### src/rtl/instruction_fetch_unit_pkg.sv
// Shared widths, memory depth, reset PC and queue entry type for the fetch unit.
package instruction_fetch_unit_pkg;

    localparam int unsigned COL   = 16;
    localparam int unsigned ROW_I = 15;
    localparam logic [COL-1:0] RESET_PC_DEFAULT = 16'h0000;

    typedef struct packed {
        logic [COL-1:0] pc;
        logic [COL-1:0] instr;
    } fetch_entry_t;

    // Instructions are halfword aligned; the byte address wraps modulo 2^16.
    function automatic logic [COL-1:0] next_pc(input logic [COL-1:0] addr);
        return addr + COL'(2);
    endfunction

endpackage

### src/rtl/instruction_fetch_unit_if.sv
// Memory, redirect and decoder-side signals of the fetch unit.
interface instruction_fetch_unit_if;
    import instruction_fetch_unit_pkg::*;

    logic [COL-1:0] pc;
    logic [COL-1:0] instr_in;
    logic           redirect_valid;
    logic [COL-1:0] redirect_pc;
    logic           ir_valid;
    logic           ir_ready;
    logic [COL-1:0] ir_instr;
    logic [COL-1:0] ir_pc;
    logic           fetch_fault;

    modport master (
        output pc, ir_valid, ir_instr, ir_pc, fetch_fault,
        input  instr_in, redirect_valid, redirect_pc, ir_ready
    );

    modport slave (
        input  pc, ir_valid, ir_instr, ir_pc, fetch_fault,
        output instr_in, redirect_valid, redirect_pc, ir_ready
    );

endinterface

### src/rtl/instruction_fetch_unit_fetch_queue.sv
// Circular fetch buffer with flush; head entry is kept in a register so it
// resets to zero and holds its last value while the buffer is empty.
module fetch_queue
    import instruction_fetch_unit_pkg::*;
#(
    parameter int unsigned DEPTH = 2
) (
    input  logic                     clk,
    input  logic                     rst,
    input  logic                     push,
    input  fetch_entry_t             push_data,
    input  logic                     pop,
    input  logic                     flush,
    output logic [$clog2(DEPTH):0]   count,
    output fetch_entry_t             head_data
);

    localparam int unsigned PTR_W = $clog2(DEPTH);
    localparam int unsigned CNT_W = PTR_W + 1;

    fetch_entry_t         mem [DEPTH];
    logic [PTR_W-1:0]     head_ptr;
    logic [PTR_W-1:0]     tail_ptr;
    logic                 push_eff;
    logic                 pop_eff;
    logic [PTR_W-1:0]     head_after_pop;
    logic [CNT_W-1:0]     count_after_pop;

    always_comb begin
        push_eff        = push && !flush;
        pop_eff         = pop && !flush && (count != '0);
        head_after_pop  = pop_eff ? head_ptr + PTR_W'(1) : head_ptr;
        count_after_pop = count - CNT_W'(pop_eff);
    end

    // Storage carries no reset; only pointers, count and head register do.
    always_ff @(posedge clk) begin
        if (push_eff) begin
            mem[tail_ptr] <= push_data;
        end
    end

    always_ff @(posedge clk or posedge rst) begin
        if (rst) begin
            head_ptr  <= '0;
            tail_ptr  <= '0;
            count     <= '0;
            head_data <= '0;
        end else if (flush) begin
            head_ptr  <= '0;
            tail_ptr  <= '0;
            count     <= '0;
        end else begin
            head_ptr <= head_after_pop;
            if (push_eff) begin
                tail_ptr <= tail_ptr + PTR_W'(1);
            end
            count <= count_after_pop + CNT_W'(push_eff);
            // A full buffer pushing and popping writes the old head slot, not the new head.
            if (count_after_pop != '0) begin
                head_data <= mem[head_after_pop];
            end else if (push_eff) begin
                head_data <= push_data;
            end
        end
    end

endmodule

### src/rtl/instruction_fetch_unit.sv
// Fetch unit: PC sequencing, redirect and range-fault handling in front of
// a small instruction queue feeding the decoder.
module instruction_fetch_unit
    import instruction_fetch_unit_pkg::*;
#(
    parameter logic [COL-1:0] RESET_PC   = RESET_PC_DEFAULT,
    parameter int unsigned    QDEPTH     = 2,
    parameter int unsigned    IMEM_WORDS = ROW_I
) (
    input  logic                      clk,
    input  logic                      rst,
    instruction_fetch_unit_if.master  bus
);

    localparam int unsigned CNT_W = $clog2(QDEPTH) + 1;

    logic [COL-1:0]   pc_q;
    logic             fault_q;
    logic [CNT_W-1:0] count;
    fetch_entry_t     head;
    fetch_entry_t     push_entry;
    logic             in_range;
    logic             pop_req;
    logic             pop;
    logic             fetch;

    always_comb begin
        in_range   = {1'b0, pc_q[4:1]} < 5'(IMEM_WORDS);
        pop_req    = (count != '0) && bus.ir_ready;
        pop        = pop_req && !bus.redirect_valid;
        fetch      = !bus.redirect_valid && !fault_q && in_range &&
                     ((count < CNT_W'(QDEPTH)) || pop_req);
        push_entry = '{pc: pc_q, instr: bus.instr_in};
    end

    // Redirect outranks fetch; an out-of-range pc latches the fault and holds.
    always_ff @(posedge clk or posedge rst) begin
        if (rst) begin
            pc_q    <= RESET_PC;
            fault_q <= 1'b0;
        end else if (bus.redirect_valid) begin
            pc_q    <= {bus.redirect_pc[COL-1:1], 1'b0};
            fault_q <= 1'b0;
        end else if (fetch) begin
            pc_q    <= next_pc(pc_q);
        end else if (!in_range) begin
            fault_q <= 1'b1;
        end
    end

    fetch_queue #(
        .DEPTH (QDEPTH)
    ) u_fetch_queue (
        .clk       (clk),
        .rst       (rst),
        .push      (fetch),
        .push_data (push_entry),
        .pop       (pop),
        .flush     (bus.redirect_valid),
        .count     (count),
        .head_data (head)
    );

    assign bus.pc          = pc_q;
    assign bus.fetch_fault = fault_q;
    assign bus.ir_valid    = (count != '0);
    assign bus.ir_instr    = head.instr;
    assign bus.ir_pc       = head.pc;

endmodule

### src/flat_wrapper.sv
// flat-port wrapper written by rule: the top's interface ports become plain ports
module instruction_fetch_unit_flat import instruction_fetch_unit_pkg::*;
#(
    parameter logic [COL-1:0] RESET_PC   = RESET_PC_DEFAULT,
    parameter int unsigned    QDEPTH     = 2,
    parameter int unsigned    IMEM_WORDS = ROW_I
)
  (clk, rst, bus_pc, bus_ir_valid, bus_ir_instr, bus_ir_pc, bus_fetch_fault, bus_instr_in, bus_redirect_valid, bus_redirect_pc, bus_ir_ready);
  instruction_fetch_unit_if bus_i ();
  input  logic clk;
  input  logic rst;
  output wire logic [$bits(bus_i.pc)-1:0] bus_pc;
  output wire logic [$bits(bus_i.ir_valid)-1:0] bus_ir_valid;
  output wire logic [$bits(bus_i.ir_instr)-1:0] bus_ir_instr;
  output wire logic [$bits(bus_i.ir_pc)-1:0] bus_ir_pc;
  output wire logic [$bits(bus_i.fetch_fault)-1:0] bus_fetch_fault;
  input wire logic [$bits(bus_i.instr_in)-1:0] bus_instr_in;
  input wire logic [$bits(bus_i.redirect_valid)-1:0] bus_redirect_valid;
  input wire logic [$bits(bus_i.redirect_pc)-1:0] bus_redirect_pc;
  input wire logic [$bits(bus_i.ir_ready)-1:0] bus_ir_ready;
  assign bus_pc = bus_i.pc;
  assign bus_ir_valid = bus_i.ir_valid;
  assign bus_ir_instr = bus_i.ir_instr;
  assign bus_ir_pc = bus_i.ir_pc;
  assign bus_fetch_fault = bus_i.fetch_fault;
  assign bus_i.instr_in = bus_instr_in;
  assign bus_i.redirect_valid = bus_redirect_valid;
  assign bus_i.redirect_pc = bus_redirect_pc;
  assign bus_i.ir_ready = bus_ir_ready;
  instruction_fetch_unit #(.RESET_PC(RESET_PC), .QDEPTH(QDEPTH), .IMEM_WORDS(IMEM_WORDS)) u_core (.clk(clk), .rst(rst), .bus(bus_i));
endmodule
### config.mk
export PLATFORM = sky130hd
export DESIGN_NAME = instruction_fetch_unit_flat
export DESIGN_NICKNAME = d
export VERILOG_FILES = /design/src/rtl/instruction_fetch_unit_pkg.sv /design/src/rtl/instruction_fetch_unit_if.sv /design/src/rtl/instruction_fetch_unit_fetch_queue.sv /design/src/rtl/instruction_fetch_unit.sv /design/src/flat_wrapper.sv
export SDC_FILE = /design/constraint.sdc
export NUM_CORES = 1
export LEC_CHECK = 0
export BUFFER_PORTS_ARGS = -buffer_cell sky130_fd_sc_hd__buf_2
export CORE_MARGIN = 8
export CORE_UTILIZATION = 30
export CTS_BUF_LIST = sky130_fd_sc_hd__clkbuf_4
export DETAILED_ROUTE_END_ITERATION = 16
export GPL_ROUTABILITY_DRIVEN = 0
export PLACE_DENSITY_LB_ADDON = 0.3
export SETUP_SLACK_MARGIN = 0.5
export SYNTH_ARGS = -nofsm -noshare
export SYNTH_HDL_FRONTEND = slang
export SYNTH_SLANG_ARGS = --single-unit
### constraint.sdc
create_clock -name clk -period 9.2 [get_ports clk]
set_input_delay 1.38 -clock clk [delete_from_list [all_inputs] [get_ports clk]]
set_output_delay 1.38 -clock clk [all_outputs]
set_load 0.1 [all_outputs]
==> run metrics, run 1 <==
worst-margin pin slew 1273 ps; Register Area 3139 um^2; CTS clk-pin slew, worst paths 110 ps; initial antenna violation count 1; hold path depth 2; fin crit share 0.4684; layout net count 652; multi-input logic area 2243 um^2; final setup vio count 0; Worst setup startpoint u_core.u_fetch_queue.count[1]$_DFF_PP0_; Sink Count 113; flops & latches, synth 113; root buffer cell clkbuf_4; critical path launch point type flip-flop; FF-to-FF End u_core.u_fetch_queue.head_data[24]$_DFFE_PP0P_; Setup CP Type reg2out; ys async rst share 0.4513; IO Pins 86; starting density of the core 0.3076; TritonCTS Buffers 17; row cnt 49; CP Data Required Time 7820 ps; Worst-Skew Late Latency 510 ps; via count 4336; Unique masters post-synth 36; reg2reg path depth 8; die height 152.0 um; number of synthesized flops with an enable pin 62; reg2reg start u_core.u_fetch_queue.count[1]$_DFF_PP0_; Fmax 232.0 MHz; share of cells above drive strength 1 0.2188; headroom to the max-slew limit 0.1505; post-synth top area share 0.3357; CTS Buffer Depth 2; critical path arrival 2930 ps; I/O Buffers 82; Final HPWL DP 8899 um; final setup TNS 0 ps; Cell Chain, Critical Path nor2_2 > buf_4 > inv_1 > buf_2; Commonest cells post-synth nand2_1 (104), nand2b_1 (64), edfxtp_1 (62); slowest CP cell inv_1; Main synth FF type edfxtp_1; die width 152.0 um; Area contributors post-synth edfxtp_1 (34%), dfrtp_1 (23%), nand2b_1 (7.2%); Hold-fix buffers, CTS 0; post-CTS sizing 0; Seq/Total Area, Yosys 0.5659; crit path capture type output port; CTS tree done; syn avg cell area 10.14 um^2; DRC 0; Clock Skew 14.53 ps; die area 23090 um^2; Hold Startpoint u_core.u_fetch_queue.head_data[11]$_DFFE_PP0P_; Mapped Cells 547; global-route wire length before repair 23800 um; Final Max Slew Viols 0; RSZ-0062 raised after global routing false; synth warn 0; Tmin final 4310 ps; htree depth 4; Overall Global Routing Usage 0.1287; area leader, netlist edfxtp_1; Vias/cell 5.065; grt ovf 0; Max Cap Violations 0; Worst Hold Class reg2reg; final number of hold-violating endpoints 0; largest net degree at the start of global routing 77; hold endpoint u_core.u_fetch_queue.head_data[11]$_DFFE_PP0P_; leading cell type by number of instances after synthesis nand2_1; antenna-violating nets left 0; DRT Pass-1 Iters 4; CP peak stage delay 970 ps; slack of the worst reg-to-reg path 5990 ps; Area growth syn-to-layout 16.61%; drt initial violations 304; wire length per cell 17.30 um; Post-CTS Setup Inserts 0; critical path peak fanout 33; core area 18020 um^2; Fill cells 1876; final WL 14810 um; Synth Cell Area 5545 um^2; vias in the first global route 4486; outcome completed
-- worst max-delay path: cells and delay by family (launching register included) --
family,cells,cell delay (ps)
flip-flops,1,490
AND/OR/NAND/NOR,1,60
buffers and inverters,3,1830
-- layout make-up --
| class | instances | share of cell area |
|---|---|---|
| multi-input cells | 386 | 0.3469 |
| diodes | 1 | 0.0003870 |
| well taps | 229 | 0.04431 |
| clock buffers | 18 | 0.02090 |
| flip-flops and latches | 113 | 0.4855 |
| inverters | 5 | 0.002902 |
| repair buffers | 90 | 0.07276 |
| clock inverters | 14 | 0.02632 |
-- layout by cell type (no fill, tap or decap), types with 5 or more instances in the layout --
master,netlist,final
buf_4,2,8
o31ai_1,33,33
mux2_2,6,6
nand2b_1,64,63
nor3_1,32,31
nor2_1,43,41
edfxtp_1,62,62
dfrtp_1,51,50
nand2_1,104,104
o21ai_0,7,7
a22oi_1,31,31
clkbuf_4,0,18
a211oi_1,31,31
xor2_1,5,5
buf_2,3,82
-- cells by family after synthesis --
family | Yosys count | synth area share
flops | 113 | 0.5659
fa+ha+maj | 3 | 0.006770
buf+inv | 49 | 0.03520
xor+xnor | 9 | 0.01421
simple gates | 259 | 0.2241
mux | 7 | 0.01399
other cells | 1 | 0.0006762
compound gates | 106 | 0.1392
-- sequential cells by signal, indices dropped and copies added (netlist names) --
register and flops:
u_core.u_fetch_queue.mem 62, u_core.u_fetch_queue.head_data 31, u_core.bus.pc 15, u_core.u_fetch_queue.count 2
u_core.bus.fetch_fault 1, u_core.u_fetch_queue.head_ptr 1, u_core.u_fetch_queue.tail_ptr 1
-- how the worst max path moves through the flow --
stage                                                     end
2_1_floorplan        u_core.u_fetch_queue.mem[0][0]$_DFFE_PP_
3_3_place_gp   u_core.u_fetch_queue.head_data[22]$_DFFE_PP0P_
3_5_place_dp   u_core.u_fetch_queue.head_data[20]$_DFFE_PP0P_
4_1_cts                                          bus_ir_valid
5_1_grt                                          bus_ir_valid
6_report                                         bus_ir_valid
-- through the flow --
stage | cells | hold WS [ps] | util | setup WS [ps] | area [um^2]
6_report | 856 | 478.4 | 0.3587 | 4890 | 6466
5_1_grt | 856 | 511.9 | 0.3587 | 4749 | 6466
4_1_cts | 855 | 482.5 | 0.3586 | 4841 | 6464
3_5_place_dp | 823 | 460.0 | 0.3417 | 4517 | 6158
3_3_place_gp | 823 | 455.3 | 0.3417 | 4581 | 6158
2_1_floorplan | 548 | 519.3 | - | 4732 | 5549
-- metal layers --
metal  track usage  wire length [um]  vias to the layer above
met5             0                 0                        -
met4       0.04998               180                        0
met3       0.03613               680                       12
met2        0.2146              7234                      120
met1        0.1540              6714                     2129
li1              -                 -                     2075
Power of run 1 is not shown: default switching activity piles up to over one toggle a cycle in this logic, so the estimate is an artifact.
==> inputs of run 2 (changes only) <==
ABC_AREA = 1   (was not set)
clock period = 3.5 ns   (was 9.2 ns; I/O delays follow)
==> run 2 against run 1 <==
Against the previous run: area after synthesis fell by 6.6%; setup slack got worse by 3800 ps; critical path depth rose by 3; first-iteration DRC count fell by 33%; design area fell by 8.4%; global-route usage fell by 0.25 points; register-to-register slack got worse by 4900 ps; flip-flop and latch count did not move; routed wire length fell by 10%; clock-buffer cell count rose by 2; non-clock buffer count fell by 3; synthesized cell count fell by 0.91%; largest cell class unchanged.
==> run metrics, run 2 <==
outcome completed (unchanged); Tmin final 2411 ps; fin worst setup slack 1089 ps (was 4890 ps); drt initial violations 203 (was 304); starting density of the core 0.3026 (was 0.3076); GR Util met1 0.1644 (was 0.1540); DRT Pass-1 Iters 5 (was 4); die width 147.4 um (was 152.0 um); Worst-Skew Late Latency 510 ps (about the same); CP peak stage delay 490 ps (was 970 ps); Unique masters post-synth 31 (was 36); Final Max Slew Viols 0 (unchanged); Mapped Cells 542 (was 547); Max Cap Violations 0 (unchanged); Area growth syn-to-layout 14.35% (was 16.61%); core area 17120 um^2 (was 18020 um^2); critical path arrival 2580 ps (was 2930 ps); via count 3937 (was 4336); number of synthesized flops with an enable pin 62 (unchanged); fin crit share 0.6888; most common cell after layout, fill and taps aside nand2_1 (unchanged); Post-CTS Setup Inserts 0 (unchanged); Worst Hold Class in2async (was reg2reg); CTS clk-pin slew, worst paths 100 ps (was 110 ps); Setup CP Type reg2reg (was reg2out); headroom to the max-slew limit 0.4156 (was 0.1505); Fill cells 1811 (was 1876); final setup vio count 0 (unchanged); DRC 0 (unchanged); synth warn 0 (unchanged); post-synth top area share 0.3595 (was 0.3357); GR Layer Usage met2 0.1972 (was 0.2146); Vias/cell 4.589 (was 5.065); CTS Buffer Depth 2 (unchanged); final number of hold-violating endpoints 0 (unchanged); Final HPWL DP 8139 um (was 8899 um); Overall Global Routing Usage 0.1262 (was 0.1287); largest net degree at the start of global routing 63 (was 77); htree depth 4 (unchanged); Hold-fix buffers, CTS 0 (unchanged); Largest register FFs 62 (unchanged); RSZ-0062 raised after global routing false (unchanged); Clock Skew 13.52 ps (was 14.53 ps); critical path peak fanout 23 (was 33); layout net count 659 (was 652); IO Pins 86 (unchanged); CTS tree done (unchanged); leading cell type by number of instances after synthesis nand2_1 (unchanged); share of cells above drive strength 1 0.2057 (was 0.2188); Commonest cells post-synth nand2_1 (138), nand3_1 (110), nor2_1 (81) (was nand2_1 (104), nand2b_1 (64), edfxtp_1 (62)); placed cell area 5672 um^2 (was 6158 um^2); global-route wire length before repair 21360 um (was 23800 um); die area 21720 um^2 (was 23090 um^2); Fmax 414.8 MHz; GRT Max-Usage Layer met2 (unchanged); GR Layer Usage met3 0.03607 (was 0.03613); Area contributors post-synth edfxtp_1 (36%), dfrtp_1 (25%), nand3_1 (11%) (was edfxtp_1 (34%), dfrtp_1 (23%), nand2b_1 (7.2%)); Main synth FF type edfxtp_1 (unchanged); die height 147.4 um (was 152.0 um); CP Data Required Time 3670 ps (was 7820 ps); grt ovf 0 (unchanged); slowest CP cell dfrtp_1 (was inv_1); antenna-violating nets left 0 (unchanged); I/O Buffers 82 (unchanged); vias in the first global route 3947 (was 4486); Cell Chain, Critical Path ha_1 > nand2_2 > inv_2 > nand2_4 > nand3_2 > nor2_4 > buf_4 (was nor2_2 > buf_4 > inv_1 > buf_2); TritonCTS Buffers 17 (unchanged); syn avg cell area 9.555 um^2 (was 10.14 um^2); crit path capture type flip-flop (was output port); flops & latches, synth 113 (unchanged); Sink Count 113 (unchanged); Synth Cell Area 5179 um^2 (was 5545 um^2); wire length per cell 15.51 um (was 17.30 um); initial antenna violation count 1 (unchanged); worst-margin pin slew 875.7 ps (was 1273 ps); row cnt 48 (was 49); reg2reg path depth 7 (was 8); Seq/Total Area, Yosys 0.6059 (was 0.5659); final WL 13310 um (was 14810 um); post-CTS sizing 0 (unchanged); critical path launch point type flip-flop (unchanged); Most flops, register u_core.u_fetch_queue.mem (unchanged); Design Area, Final 5922 um^2 (was 6466 um^2); area leader, netlist edfxtp_1 (unchanged); root buffer cell clkbuf_4 (unchanged); dpl ws 922.4 ps (was 4517 ps); ys async rst share 0.4513 (unchanged); most frequent cells in the layout nand2_1 (138), nand3_1 (110), buf_2 (82) (was nand2_1 (104), buf_2 (82), nand2b_1 (63)); final setup TNS 0 ps (unchanged)
==> run 2: routing by layer <==
layer	share of wire	wire length [um]
met1	0.47	6312
met5	0	0
met3	0.055	729
met4	0.010	136
met2	0.46	6127
==> run 2: logic make-up (layout without fill, tap and decap cells) <==
group | after synthesis | after routing | share of synthesized area
compound gates | 17 | 17 | 0.01909
fa+ha+maj | 3 | 3 | 0.007249
simple gates | 344 | 344 | 0.2865
flops | 113 | 113 | 0.6059
other cells | 1 | 3 | 0.0007241
xor+xnor | 3 | 3 | 0.005075
buf+inv | 61 | 150 | 0.07538
==> run 2: worst paths after layout <==
| path | end | start | slack [ps] |
|---|---|---|---|
| worst min register to register | u_core.u_fetch_queue.head_data[11]$_DFFE_PP0P_ | u_core.u_fetch_queue.head_data[11]$_DFFE_PP0P_ | 480 |
| min in group clk | u_core.bus.pc[7]$_DFFE_PP0P_ | bus_redirect_pc[7] | 220 |
| worst min-delay path | u_core.u_fetch_queue.head_data[19]$_DFFE_PP0P_ | rst | 70 |
| max in group asynchronous | u_core.bus.pc[1]$_DFFE_PP0P_ | rst | 2620 |
| worst max-delay path | u_core.u_fetch_queue.mem[1][8]$_DFFE_PP_ | u_core.bus.pc[1]$_DFFE_PP0P_ | 1090 |
| worst max register to register | u_core.u_fetch_queue.mem[1][8]$_DFFE_PP_ | u_core.bus.pc[1]$_DFFE_PP0P_ | 1090 |
==> run 2: stage by stage <==
stage / utilization / hold WS, ps / cells
after floorplan: - / 541.6 / 543
after global placement: 0.3314 / 458.1 / 826
after detailed placement: 0.3314 / 460.0 / 826
after CTS: 0.3458 / 49.20 / 857
after global routing: 0.3460 / 66.85 / 858
final: 0.3460 / 65.34 / 858
==> run 2: worst max-delay path: cells and delay by family, from the launching register on <==
kind          cells  cell delay [ps]
simple gates      4              850
buf+inv           2              460
fa+ha+maj         1              270
flops             1              490
==> run 2: cell type report <==
class	instances	area (um^2)	area share
clock inverters	11	97.59	0.01648
clock buffers	20	150.1	0.02535
inverters	32	122.6	0.02071
multi-input cells	369	1669	0.2819
repair buffers	87	460.4	0.07775
flip-flops and latches	113	3138	0.5299
diodes	1	2.502	0.0004226
well taps	225	281.5	0.04754
Power of run 2 is left out for the same reason.
==> inputs of run 3 (changes only) <==
ABC_AREA = 0   (was 1)
clock period = 1.93 ns   (was 3.5 ns; I/O delays follow)
==> run 3 against run 2 <==
Against the previous run: global-route usage grew 1.7 points; sequential share of layout area is 19 points lower; worst hold slack gained 210 ps; register-to-register slack got worse by 1100 ps; critical endpoint is now u_core.u_fetch_queue.mem[1][26]$_DFFE_PP_; maximum frequency is 25% higher; highest routed layer is now met5; setup slack lost 1100 ps; largest cell class unchanged; non-clock buffer count is 142 higher; utilization up 18 points; clock skew is 2.8 ps higher; design area grew 59%; first-iteration DRC count is 33% higher; via count grew 30%.
==> run metrics, run 3 (synthesized netlist as in run 1, its figures left out) <==
DRC 0 (unchanged); IO Pins 86 (unchanged); final WL 19390 um (was 13310 um); multi-input logic area 2879 um^2 (was 1669 um^2); die area 23090 um^2 (was 21720 um^2); final setup vio count 0 (unchanged); final setup TNS 0 ps (unchanged); via count 5123 (was 3937); grt ovf 0 (unchanged); most frequent cells in the layout nand2_1 (73), buf_4 (67), nand2b_1 (63) (was nand2_1 (138), nand3_1 (110), buf_2 (82)); largest net degree at the start of global routing 58 (was 63); layout net count 791 (was 659); CTS clk-pin slew, worst paths 100 ps (about the same); CTS tree done (unchanged); RSZ-0062 raised after global routing true (was false); Sink Count 113 (unchanged); final number of hold-violating endpoints 0 (unchanged); critical path arrival 2170 ps (was 2580 ps); CTS Buffer Depth 2 (unchanged); TritonCTS Buffers 17 (unchanged); Clock Skew 16.30 ps (was 13.52 ps); Post-Layout Cell Count 995 (was 858); die height 152.0 um (was 147.4 um); Fill cells 1533 (was 1811); slowest CP cell dfrtp_2 (was dfrtp_1); starting density of the core 0.3076 (was 0.3026); Worst-Skew Late Latency 540 ps (was 510 ps); most common cell after layout, fill and taps aside nand2_1 (unchanged); row cnt 49 (was 48); critical path launch point type flip-flop (unchanged); Max Cap Violations 0 (unchanged); critical path peak fanout 5 (was 23); Final Max Slew Viols 0 (unchanged); VDD IR max 1417 uV; static leakage 3.775 nW; Most flops, register u_core.u_fetch_queue.mem (unchanged); placed cell area 6536 um^2 (was 5672 um^2); Largest register FFs 62 (unchanged); root buffer cell clkbuf_4 (unchanged); Worst Hold Class in2reg (was in2async); CP Data Required Time 2180 ps (was 3670 ps); CP peak stage delay 440 ps (was 490 ps); Register Area 3167 um^2 (was 3138 um^2); drt initial violations 270 (was 203); Vias/cell 5.149 (was 4.589); Fmax 519.9 MHz (was 414.8 MHz); Area growth syn-to-layout 69.92% (was 14.35%); DRT Pass-1 Iters 4 (was 5); share of cells above drive strength 1 0.4601 (was 0.2057); fin crit share 0.9966 (was 0.6888); htree depth 4 (unchanged); Cell Chain, Critical Path ha_4 > buf_12 > a31oi_4 > nand2_4 > nor2_4 > and2_4 > clkbuf_16 (was ha_1 > nand2_2 > inv_2 > nand2_4 > nand3_2 > nor2_4 > buf_4); vias in the first global route 5030 (was 3947); Top delay family on crit path simple AND/OR/NAND/NOR gates (unchanged); slack of the worst reg-to-reg path 7 ps (was 1090 ps); power density over cell area 1797 nW/um^2; wire length per cell 19.49 um (was 15.51 um); crit path capture type flip-flop (unchanged); die width 152.0 um (was 147.4 um); Placed Cells incl. Taps 845 (was 826); Setup CP Type reg2reg (unchanged); outcome completed (unchanged); global-route wire length before repair 26510 um (was 21360 um); Tmin final 1923 ps (was 2411 ps); I/O Buffers 82 (unchanged); core area 18020 um^2 (was 17120 um^2); Overall Global Routing Usage 0.1434 (was 0.1262); Design Area, Final 9423 um^2 (was 5922 um^2); antenna-violating nets left 0 (unchanged); worst path bufs/invs 2 (unchanged); Final HPWL DP 9824 um (was 8139 um); initial antenna violation count 2 (was 1)
## run 3: cell count changes in the layout (fill, tap and decap cells not counted), moves of 22 or more
cell	delta
nand3_1	-109
nand2_1	-65
buf_4	+63
nand2b_1	+63
buf_12	+59
buf_2	-48
nor2_1	-47
dlygate4sd3_1	+32
a211oi_1	+31
a22oi_1	+25
inv_1	-24
dfrtp_1	-23
dfrtp_2	+23
nor3_1	+22
## run 3: metrics by stage
step	setup slack [ps]	utilization	power (mW)	hold slack, ps
after floorplan	-536.6	-	8.984	337.9
after global placement	51.51	0.3626	10.78	426.2
after detailed placement	-59.25	0.3626	10.90	428.5
after CTS	68.03	0.4596	14.80	228.3
after global routing	-43.29	0.5228	17.65	251.9
final	6.523	0.5228	16.93	277.5
## run 3: path summary, 6_finish.rpt
path,depth (start not counted),from,end
worst max-delay path,7,u_core.bus.pc[2]$_DFFE_PP0P_,u_core.u_fetch_queue.mem[1][26]$_DFFE_PP_
worst min-delay path,3,bus_redirect_valid,u_core.u_fetch_queue.count[1]$_DFF_PP0_
worst max register to register,7,u_core.bus.pc[2]$_DFFE_PP0P_,u_core.u_fetch_queue.mem[1][26]$_DFFE_PP_
worst min register to register,2,u_core.u_fetch_queue.head_data[11]$_DFFE_PP0P_,u_core.u_fetch_queue.head_data[11]$_DFFE_PP0P_
max in group asynchronous,4,rst,u_core.bus.pc[15]$_DFFE_PP0P_
min in group asynchronous,4,rst,u_core.bus.pc[14]$_DFFE_PP0P_
## run 3: metal layers
metal | track usage | vias to the layer above | wire length [um]
met4 | 0.05469 | 2 | 316
met5 | 0 | - | 13
met3 | 0.03641 | 33 | 1222
met2 | 0.2460 | 175 | 9918
li1 | - | 2368 | -
met1 | 0.1689 | 2545 | 7919
## run 3: what timing repair did
action,in CTS,in global routing
resized for setup,214,142
hold buffers,32,0
pin swaps,6,27
endpoints found under the hold margin,98,0
buffers inserted,37,29
endpoints found under the setup margin,149,153
cloned,5,14
## run 3: final cells by class
cell class                 instances  share of cell area
timing repair buffer             229              0.3008
clock inverter                    12            0.008100
inverter                           5            0.002921
clock buffer                      20             0.01593
antenna                            1           0.0002656
multi-input combinational        386              0.3055
sequential                       113              0.3361
tap                              229             0.03041
## run 3: where the power goes
| group | total (mW) | internal, mW | switching, mW |
|---|---|---|---|
| combinational | 11.4 | 4.78 | 6.62 |
| clock | 1.53 | 0.641 | 0.885 |
| sequential | 4.01 | 3.33 | 0.675 |
| total | 16.9 | 8.75 | 8.18 |
## run 3: worst register-to-register path, cell delays in order, from the launching register on
cell and delay, ps:
dfrtp_2 440, ha_4 190, buf_12 120, a31oi_4 220, nand2_4 110, nor2_4 100, and2_4 270, clkbuf_16 190
Note: power is estimated with default switching activity, not from simulation.
